$ cat config.mk
export PLATFORM = sky130hd
export DESIGN_NAME = div_radix4_seq
export DESIGN_NICKNAME = d
export VERILOG_FILES = /design/src/rtl/div_pkg.sv /design/src/rtl/div_radix4_step.sv /design/src/rtl/div_radix4_seq.sv
export SDC_FILE = /design/constraint.sdc
export NUM_CORES = 1
export LEC_CHECK = 0
export ABC_AREA = 1
export BUFFER_PORTS_ARGS = -buffer_cell sky130_fd_sc_hd__buf_2
export CAP_MARGIN = 10
export CORE_ASPECT_RATIO = 0.7
export CORE_MARGIN = 2
export CORE_UTILIZATION = 55
export DETAILED_ROUTE_END_ITERATION = 10
export GPL_TIMING_DRIVEN = 0
export PLACE_DENSITY_LB_ADDON = 0.15
export SETUP_SLACK_MARGIN = 0.3
export SYNTH_ARGS = -nofsm -noshare
export SYNTH_HDL_FRONTEND = slang
export SYNTH_HIERARCHICAL = 1
export SYNTH_SLANG_ARGS = --single-unit
export TNS_END_PERCENT = 1
$ cat constraint.sdc
create_clock -name clk -period 4.6 [get_ports clk]
set_clock_uncertainty 0.15 [all_clocks]
set_input_delay 0.46 -clock clk [delete_from_list [all_inputs] [get_ports clk]]
set_output_delay 0.46 -clock clk [all_outputs]
set_load 0.005 [all_outputs]
$ cat src/rtl/div_pkg.sv
// rtl/div_pkg.sv - shared state encoding and constant helpers for the dividers
package div_pkg;

    localparam int MAX_W = 64;

    typedef enum logic [2:0] {
        IDLE = 3'd0,
        PREP = 3'd1,
        ITER = 3'd2,
        FIX  = 3'd3,
        DONE = 3'd4
    } div_state_t;

    function automatic logic [MAX_W-1:0] min_s(input int w);
        return {{(MAX_W-1){1'b0}}, 1'b1} << (w - 1);
    endfunction

    function automatic logic [MAX_W-1:0] all_ones(input int w);
        return {MAX_W{1'b1}} >> (MAX_W - w);
    endfunction

    // Divide-by-zero sentinel: quotient is all ones, remainder echoes the dividend.
    function automatic logic [MAX_W-1:0] dbz_quotient(input int w);
        return all_ones(w);
    endfunction

endpackage

$ cat src/rtl/div_radix4_step.sv
// rtl/div_radix4_step.sv - one radix-4 restoring iteration
module div_radix4_step #(
    parameter int WIDTH = 32
) (
    input  logic [WIDTH+1:0] r,
    input  logic [WIDTH+1:0] d,
    input  logic [WIDTH+1:0] d2,
    input  logic [WIDTH+1:0] d3,
    input  logic [1:0]       bits,
    output logic [WIDTH+1:0] r_next,
    output logic [1:0]       q_digit
);

    logic [WIDTH+1:0] r_sh;

    // The incoming r is always below d, so the shifted value fits in WIDTH+2 bits.
    assign r_sh = (r << 2) | {{WIDTH{1'b0}}, bits};

    always_comb begin
        r_next  = r_sh;
        q_digit = 2'd0;
        if (r_sh >= d3) begin
            r_next  = r_sh - d3;
            q_digit = 2'd3;
        end else if (r_sh >= d2) begin
            r_next  = r_sh - d2;
            q_digit = 2'd2;
        end else if (r_sh >= d) begin
            r_next  = r_sh - d;
            q_digit = 2'd1;
        end
    end

endmodule

$ cat src/rtl/div_radix4_seq.sv
// rtl/div_radix4_seq.sv - iterative radix-4 signed/unsigned divider with valid/ready
module div_radix4_seq
    import div_pkg::*;
#(
    parameter int WIDTH = 32
) (
    input  logic             clk,
    input  logic             rst_n,
    input  logic             in_valid,
    output logic             in_ready,
    input  logic [WIDTH-1:0] dividend,
    input  logic [WIDTH-1:0] divisor,
    input  logic             is_signed,
    output logic             out_valid,
    input  logic             out_ready,
    output logic [WIDTH-1:0] quotient,
    output logic [WIDTH-1:0] remainder,
    output logic             div_by_zero,
    output logic             overflow,
    output logic             busy
);

    localparam int ITERS = WIDTH / 2;
    localparam int CNT_W = $clog2(ITERS);
    localparam logic [WIDTH-1:0] MIN_V  = WIDTH'(min_s(WIDTH));
    localparam logic [WIDTH-1:0] ONES_V = WIDTH'(all_ones(WIDTH));
    localparam logic [WIDTH-1:0] DBZ_Q  = WIDTH'(dbz_quotient(WIDTH));

    div_state_t state, state_next;

    logic [WIDTH-1:0] dividend_l, divisor_l, a, q;
    logic             signed_l, neg_q, neg_r;
    logic [WIDTH+1:0] r, d, d2, d3, r_next;
    logic [CNT_W-1:0] cnt;
    logic [1:0]       q_digit;

    logic             dvd_neg, dvs_neg, is_zero, is_ovf, last_iter;
    logic [WIDTH-1:0] abs_a, abs_b;

    assign dvd_neg   = signed_l & dividend_l[WIDTH-1];
    assign dvs_neg   = signed_l & divisor_l[WIDTH-1];
    assign abs_a     = dvd_neg ? -dividend_l : dividend_l;
    assign abs_b     = dvs_neg ? -divisor_l : divisor_l;
    assign is_zero   = (divisor_l == '0);
    assign is_ovf    = signed_l && (dividend_l == MIN_V) && (divisor_l == ONES_V);
    assign last_iter = (cnt == CNT_W'(ITERS - 1));

    assign in_ready  = (state == IDLE);
    assign out_valid = (state == DONE);
    assign busy      = (state != IDLE);

    div_radix4_step #(.WIDTH(WIDTH)) u_step (
        .r      (r),
        .d      (d),
        .d2     (d2),
        .d3     (d3),
        .bits   (a[WIDTH-1:WIDTH-2]),
        .r_next (r_next),
        .q_digit(q_digit)
    );

    always_ff @(posedge clk or negedge rst_n) begin
        if (!rst_n) state <= IDLE;
        else        state <= state_next;
    end

    always_comb begin
        state_next = state;
        case (state)
            IDLE: if (in_valid) state_next = PREP;
            PREP: state_next = (is_zero || is_ovf) ? DONE : ITER;
            ITER: if (last_iter) state_next = FIX;
            FIX:  state_next = DONE;
            DONE: if (out_ready) state_next = IDLE;
            default: state_next = IDLE;
        endcase
    end

    always_ff @(posedge clk or negedge rst_n) begin
        if (!rst_n) begin
            dividend_l  <= '0;
            divisor_l   <= '0;
            signed_l    <= 1'b0;
            a           <= '0;
            q           <= '0;
            r           <= '0;
            d           <= '0;
            d2          <= '0;
            d3          <= '0;
            cnt         <= '0;
            neg_q       <= 1'b0;
            neg_r       <= 1'b0;
            quotient    <= '0;
            remainder   <= '0;
            div_by_zero <= 1'b0;
            overflow    <= 1'b0;
        end else begin
            case (state)
                IDLE: if (in_valid) begin
                    dividend_l  <= dividend;
                    divisor_l   <= divisor;
                    signed_l    <= is_signed;
                    div_by_zero <= 1'b0;
                    overflow    <= 1'b0;
                end
                PREP: begin
                    a     <= abs_a;
                    d     <= {2'b00, abs_b};
                    d2    <= {1'b0, abs_b, 1'b0};
                    d3    <= {2'b00, abs_b} + {1'b0, abs_b, 1'b0};
                    neg_q <= dvd_neg ^ dvs_neg;
                    neg_r <= dvd_neg;
                    r     <= '0;
                    q     <= '0;
                    cnt   <= '0;
                    // Divide-by-zero wins over signed overflow.
                    if (is_zero) begin
                        quotient    <= DBZ_Q;
                        remainder   <= dividend_l;
                        div_by_zero <= 1'b1;
                    end else if (is_ovf) begin
                        quotient    <= MIN_V;
                        remainder   <= '0;
                        overflow    <= 1'b1;
                    end
                end
                ITER: begin
                    r   <= r_next;
                    q   <= {q[WIDTH-3:0], q_digit};
                    a   <= a << 2;
                    cnt <= cnt + 1'b1;
                end
                FIX: begin
                    quotient  <= neg_q ? -q : q;
                    remainder <= neg_r ? -r[WIDTH-1:0] : r[WIDTH-1:0];
                end
                default: ;
            endcase
        end
    end

endmodule

==> run_results.csv, run 1 <==
group,metric,value,unit
sta,max_freq,0.237,GHz
clock_network,clock-sinks,301,
outcome,outcome,"finished, final reports clean",
synthesis,syn_area_per_cell,6.63,um2
routing,routedWlPerCell,21.9,um
setup_path,crit_cells,13,
setup_path,r2r_end,"r[21]",
place,numPortBuffers,137,
setup_path,crit_path_max_fanout,9,
synthesis,yosysWarnings,6,
global_route,grt_pass1_wl,152000,um
setup_path,crit_buf_inv,2,
setup_path,worstRegToRegCells,13,
global_route,grt_pass1_vias,25000,
routing,routed_wl,102000,um
final_layout,nNetsFinal,4253,
floorplanning,num_rows,65,
setup_path,r2r_start,"d[11]",
setup_path,end_kind,"flip-flop",
sta,finalCritPeriodShare,91.9,%
place,dp_hpwl,82300,um
setup_path,critical-path-max-stage-delay,0.82,ns
routing,wl_met1,44400,um
setup_path,cp_common_cell,"nand2_1",
worst_hold_path,hold_path_startpoint,"out_ready",
sta,slew_headroom,32.8,%
job,maxCapViolCount,0,
final_layout,ff_latch_area,0.00753,mm2
routing,dr_wl_met3,15600,um
sta,finalCriticalPeriod,4.23,ns
setup_path,worstPathCellList,"inv_1 > ha_1 > nand2_1 > nor2_1 > nand2_1 > nor3_1 > a21oi_1 > nand2_4 > buf_2 > nand3_1 > nand3_1 > nand2_1 > a32o_1",
global_route,grt_max_degree,125,
sta,setup_viol,0,
final_layout,fillers,4301,
floorplanning,core-area,0.0451,mm2
setup_path,start_kind,"flip-flop",
place,place_congestion,1.08,
setup_path,cpMaxStageDelayCell,"nor3_1",
worst_hold_path,hold_path_class,"input pin to flip-flop",
routing,vias_per_cell,5.94,
final_layout,final_util,63.0,%
final_layout,syn_to_final_growth,12.9,%
global_route,antenna_found_initial,6,
setup_path,ff2ff_setup_slack,0.37,ns
routing,drt_iter0_drc,3853,
floorplanning,die_w,260,um
routing,ant_nets,0,
final_layout,final_common_cell,"nand2_1",
global_route,grt-ovfl-total,0,
clock_network,clk_path_buf_depth,3,
routing,wl_met2,38800,um
synthesis,synthCells,3801,
clock_network,cts_tree,"done",
worst_hold_path,hold_path_depth,4,
sta,report.final.hold_viol_count,0,
clock_network,clk_latency,0.60,ns
setup_path,worst_ep_arrival_time,4.54,ns
final_layout,multi_input_area,0.0151,mm2
clock_network,htreeDepth,1,
floorplanning,start_util,55.8,%
floorplanning,fp.dieH,183,um
global_route,grtUsageTotal,42.5,%
floorplanning,io_pins,138,
sta,slew_viol_final,0,
clock_network,cts_setup_buffers,0,
routing,post-route-drc-count,0,
clock_network,path_clk_slew,0.07,ns
setup_path,critPathRequiredTime,4.91,ns
routing,dr.pass1.iters,7,
sta,rsz0062_at_grt,"true",
final_layout,drive_gt1_share,10.1,%
worst_hold_path,holdPathEnd,"state[2]",
floorplanning,die-area,0.0476,mm2
clock_network,cts.root.buffer_cell,"clkbuf_16",
synthesis,syn_area,0.0252,mm2
routing,via_count,27700,
setup_path,crit_type,"flip-flop to flip-flop",
routing,top_layer,"met5",
clock_network,cts_buffers,30,
sta,tightest_slew,1.00,ns
setup_path,path_delay_family,"simple AND/OR/NAND/NOR gates",
final_layout,final_cell_mix,"1,152 x nand2_1, 523 x inv_1, 300 x dfrtp_1",
## sequential cells by signal, summed over array words and instances, names as in the netlist, 3 cells and up
register,flops
d3,34
a,32
state,3
cnt,4
q,32
divisor_l,32
r,32
remainder,32
dividend_l,32
quotient,32
d,31
## per-layer routing
layer / vias to the layer above / global-route usage (%)
met5: - / 0
met4: 4 / 12.0
met3: 250 / 15.9
met2: 1772 / 56.7
met1: 12900 / 63.2
li1: 12900 / -
## tightest hold or removal path, stage by stage
cell,delay [ns]
buf_2,0.08
inv_1,0.10
nand2_1,0.09
nand2_1,0.05
## layout make-up
cell class	count	area share [%]
diodes	4	0.0352
plain buffers	109	1.88
clock buffers	41	3.03
clock inverters	12	0.580
inverters	554	7.33
multi-input cells	2840	53.0
flip-flops and latches	301	26.5
well taps	603	2.65
repair buffers	205	4.96
## through the flow
stage	worst slack, ns	hold slack (ns)	instances	setup TNS, ns	area, um2
2_1_floorplan	1.34	0.0144	3804	0	25200
3_3_place_gp	-2.80	0.307	4544	-823.83	26600
3_5_place_dp	0.187	0.314	4546	0	26700
4_1_cts	0.361	0.0620	4665	0	28400
5_1_grt	0.210	0.0553	4665	0	28400
6_report	0.373	0.0790	4669	0	28500
## what timing repair did
item	CTS	global route
hold buffers	66	0
setup endpoints to repair	8	12
hold endpoints to repair	154	0
resized for setup	1	7
## worst max path at each step
stage | startpoint | end | slack [ns]
floorplan | divisor_l[0] | d3[32] | 1.34
global placement | rst_n | d3[5] | -2.80
detailed placement | signed_l | d3[29] | 0.19
CTS | divisor_l[0] | d3[31] | 0.36
global route | divisor_l[0] | d3[31] | 0.21
finish | d[11] | r[21] | 0.37
Power of run 1 is left out: the tool's default activity adds up to more than one toggle a clock period on the data nets, which glitch-free logic cannot reach.
==> inputs of run 2 (changes only) <==
--- a/config.mk
+++ b/config.mk
@@ -6,14 +6,14 @@
 export NUM_CORES = 1
 export LEC_CHECK = 0
 export ABC_AREA = 1
-export BUFFER_PORTS_ARGS = -buffer_cell sky130_fd_sc_hd__buf_2
 export CAP_MARGIN = 10
 export CORE_ASPECT_RATIO = 0.7
 export CORE_MARGIN = 2
 export CORE_UTILIZATION = 55
 export DETAILED_ROUTE_END_ITERATION = 10
+export DONT_BUFFER_PORTS = 1
 export GPL_TIMING_DRIVEN = 0
-export PLACE_DENSITY_LB_ADDON = 0.15
+export PLACE_DENSITY = 0.7
 export SETUP_SLACK_MARGIN = 0.3
 export SYNTH_ARGS = -nofsm -noshare
 export SYNTH_HDL_FRONTEND = slang
==> run 2 against run 1 <==
Critical endpoint is now d3[23]; clock-buffer cell count is 1 lower; core utilization is 1.7 points lower; the run now ends with negative hold slack left; register-to-register slack better by 0.13 ns; largest cell class unchanged; via count is 3.4% lower; critical path type unchanged; cell count is 2.9% lower; cell area is 2.6% lower.
==> run_results.csv, run 2 (same netlist as run 1, synthesis figures left out) <==
group,metric,value,unit
final_layout,diodes,0,
floorplanning,fp.dieH,183,um
routing,drt_iter0_drc,4173,
final_layout,final_cell_mix,"1,152 x nand2_1, 523 x inv_1, 300 x dfrtp_1",
floorplanning,start_util,55.8,%
setup_path,critical-path-max-stage-delay,0.52,ns
clock_network,clock-sinks,301,
sta,finalCriticalPeriod,4.10,ns
clock_network,cts_buffers,31,
setup_path,path_delay_family,"simple AND/OR/NAND/NOR gates",
routing,post-route-drc-count,0,
sta,rsz0062_at_grt,"true",
floorplanning,core-area,0.0451,mm2
worst_hold_path,hold_path_class,"input pin to asynchronous set/reset pin",
floorplanning,die-area,0.0476,mm2
floorplanning,io_pins,138,
sta,slew_viol_final,0,
routing,vias_per_cell,5.91,
final_layout,final_common_cell,"nand2_1",
sta,holdWs,-0.535,ns
global_route,grt_pass1_wl,148000,um
global_route,grt_pass1_vias,24300,
setup_path,r2r_end,"d3[23]",
final_layout,largest_reg_flops,34,
setup_path,ff2ff_setup_slack,0.50,ns
final_layout,largest_register,"d3",
setup_path,r2r_start,"signed_l",
clock_network,htreeDepth,1,
floorplanning,die_w,260,um
final_layout,drive_gt1_share,7.00,%
routing,routedWlPerCell,21.6,um
clock_network,cts.root.buffer_cell,"clkbuf_16",
setup_path,cp_common_cell,"nand2_1",
global_route,antenna_found_initial,0,
place,place_congestion,1.08,
final_layout,syn_to_final_growth,9.96,%
outcome,outcome,"finished, violations left",
clock_network,path_clk_slew,0.06,ns
floorplanning,num_rows,65,
setup_path,critPathRequiredTime,4.94,ns
setup_path,crit_type,"flip-flop to flip-flop",
job,maxCapViolCount,0,
sta,setup_viol,0,
sta,report.final.hold_viol_count,301,
setup_path,worstPathCellList,"nand2_2 > inv_2 > buf_2 > clkbuf_2 > nand2_1 > xor2_1 > ha_1 > nand2_1 > nor2_1 > a211oi_1 > o21ai_0 > nand3_2 > nand2_2 > nand3_2 > nand2_2 > nand2_1 > nand3b_1 > nand3_1 > nand2_1",
setup_path,cpMaxStageDelayCell,"dfrtp_2",
setup_path,worst_ep_arrival_time,4.44,ns
routing,ant_nets,0,
sta,totalNegativeSetupSlack,0,ns
setup_path,crit_path_max_fanout,10,
final_layout,ff_latch_area,0.00753,mm2
global_route,grtUsageTotal,40.9,%
routing,via_count,26800,
sta,slew_headroom,22.6,%
setup_path,end_kind,"flip-flop",
routing,dr.pass1.iters,6,
final_layout,nNetsFinal,4118,
sta,tightest_slew,1.16,ns
clock_network,cts_tree,"done",
global_route,grt-ovfl-total,0,
setup_path,crit_buf_inv,3,
routing,routed_wl,98100,um
sta,finalCritPeriodShare,89.1,%
setup_path,start_kind,"flip-flop",
outcome,violations,"negative hold slack",
final_layout,fillers,4333,
place,numPortBuffers,0,
clock_network,clk_path_buf_depth,3,
global_route,grt_max_degree,302,
place,dp_hpwl,77600,um
clock_network,hold_buffers,66,
setup_path,worstRegToRegCells,19,
final_layout,multi_input_area,0.0151,mm2
clock_network,clk_latency,0.61,ns
sta,max_freq,0.244,GHz
[run 2: what timing repair did]
action | in CTS | in global routing
pin swaps | 0 | 2
setup buffers | 0 | 3
resized for setup | 2 | 4
endpoints found under the hold margin | 368 | 301
setup endpoints to repair | 6 | 10
[run 2: how the worst max path moves through the flow]
| stage | start | to | depth (start not counted) |
|---|---|---|---|
| CTS | divisor_l[0] | d3[32] | 22 |
| detailed placement | signed_l | d3[23] | 19 |
| global route | divisor_l[31] | d3[23] | 19 |
| floorplan | divisor_l[0] | d3[32] | 22 |
| global placement | signed_l | d3[23] | 19 |
| finish | signed_l | d3[23] | 19 |
[run 2: worst register-to-register path: cells and delay by family, from the launching register on]
| kind | cells | cell delay, ns |
|---|---|---|
| AO/OA/AOI/OAI | 2 | 0.70 |
| XOR/XNOR | 1 | 0.41 |
| adder cells (fa/ha/maj) | 1 | 0.36 |
| buffers and inverters | 3 | 0.61 |
| flip-flops | 1 | 0.52 |
| AND/OR/NAND/NOR | 12 | 1.23 |
[run 2: layout make-up]
type	count	area share (%)
sequential	301	27.2
inverter	554	7.52
clock buffer	40	3.07
multi-input combinational	2840	54.4
tap	603	2.72
buffer	109	1.93
clock inverter	16	0.677
timing repair buffer	69	2.47
[run 2: metrics by stage]
step / hold WS (ns) / worst slack (ns) / instance area, um2 / std cells / utilization [%]
finish: -0.535 / 0.503 / 27700 / 4532 / 61.4
CTS: -0.579 / 0.293 / 27700 / 4529 / 61.3
floorplan: 0.0144 / 1.34 / 25200 / 3804 / -
global route: -0.563 / 0.259 / 27700 / 4532 / 61.4
detailed placement: 0.0434 / 0.219 / 26000 / 4407 / 57.5
global placement: 0.0471 / 0.320 / 26000 / 4407 / 57.5
[run 2: metal layers]
layer,routed length [um],GRT usage [%]
met3,13800,11.4
met4,2950,10.2
met1,42600,61.3
met5,0,0
met2,38800,57.5
Power of run 2 is left out for the same reason.
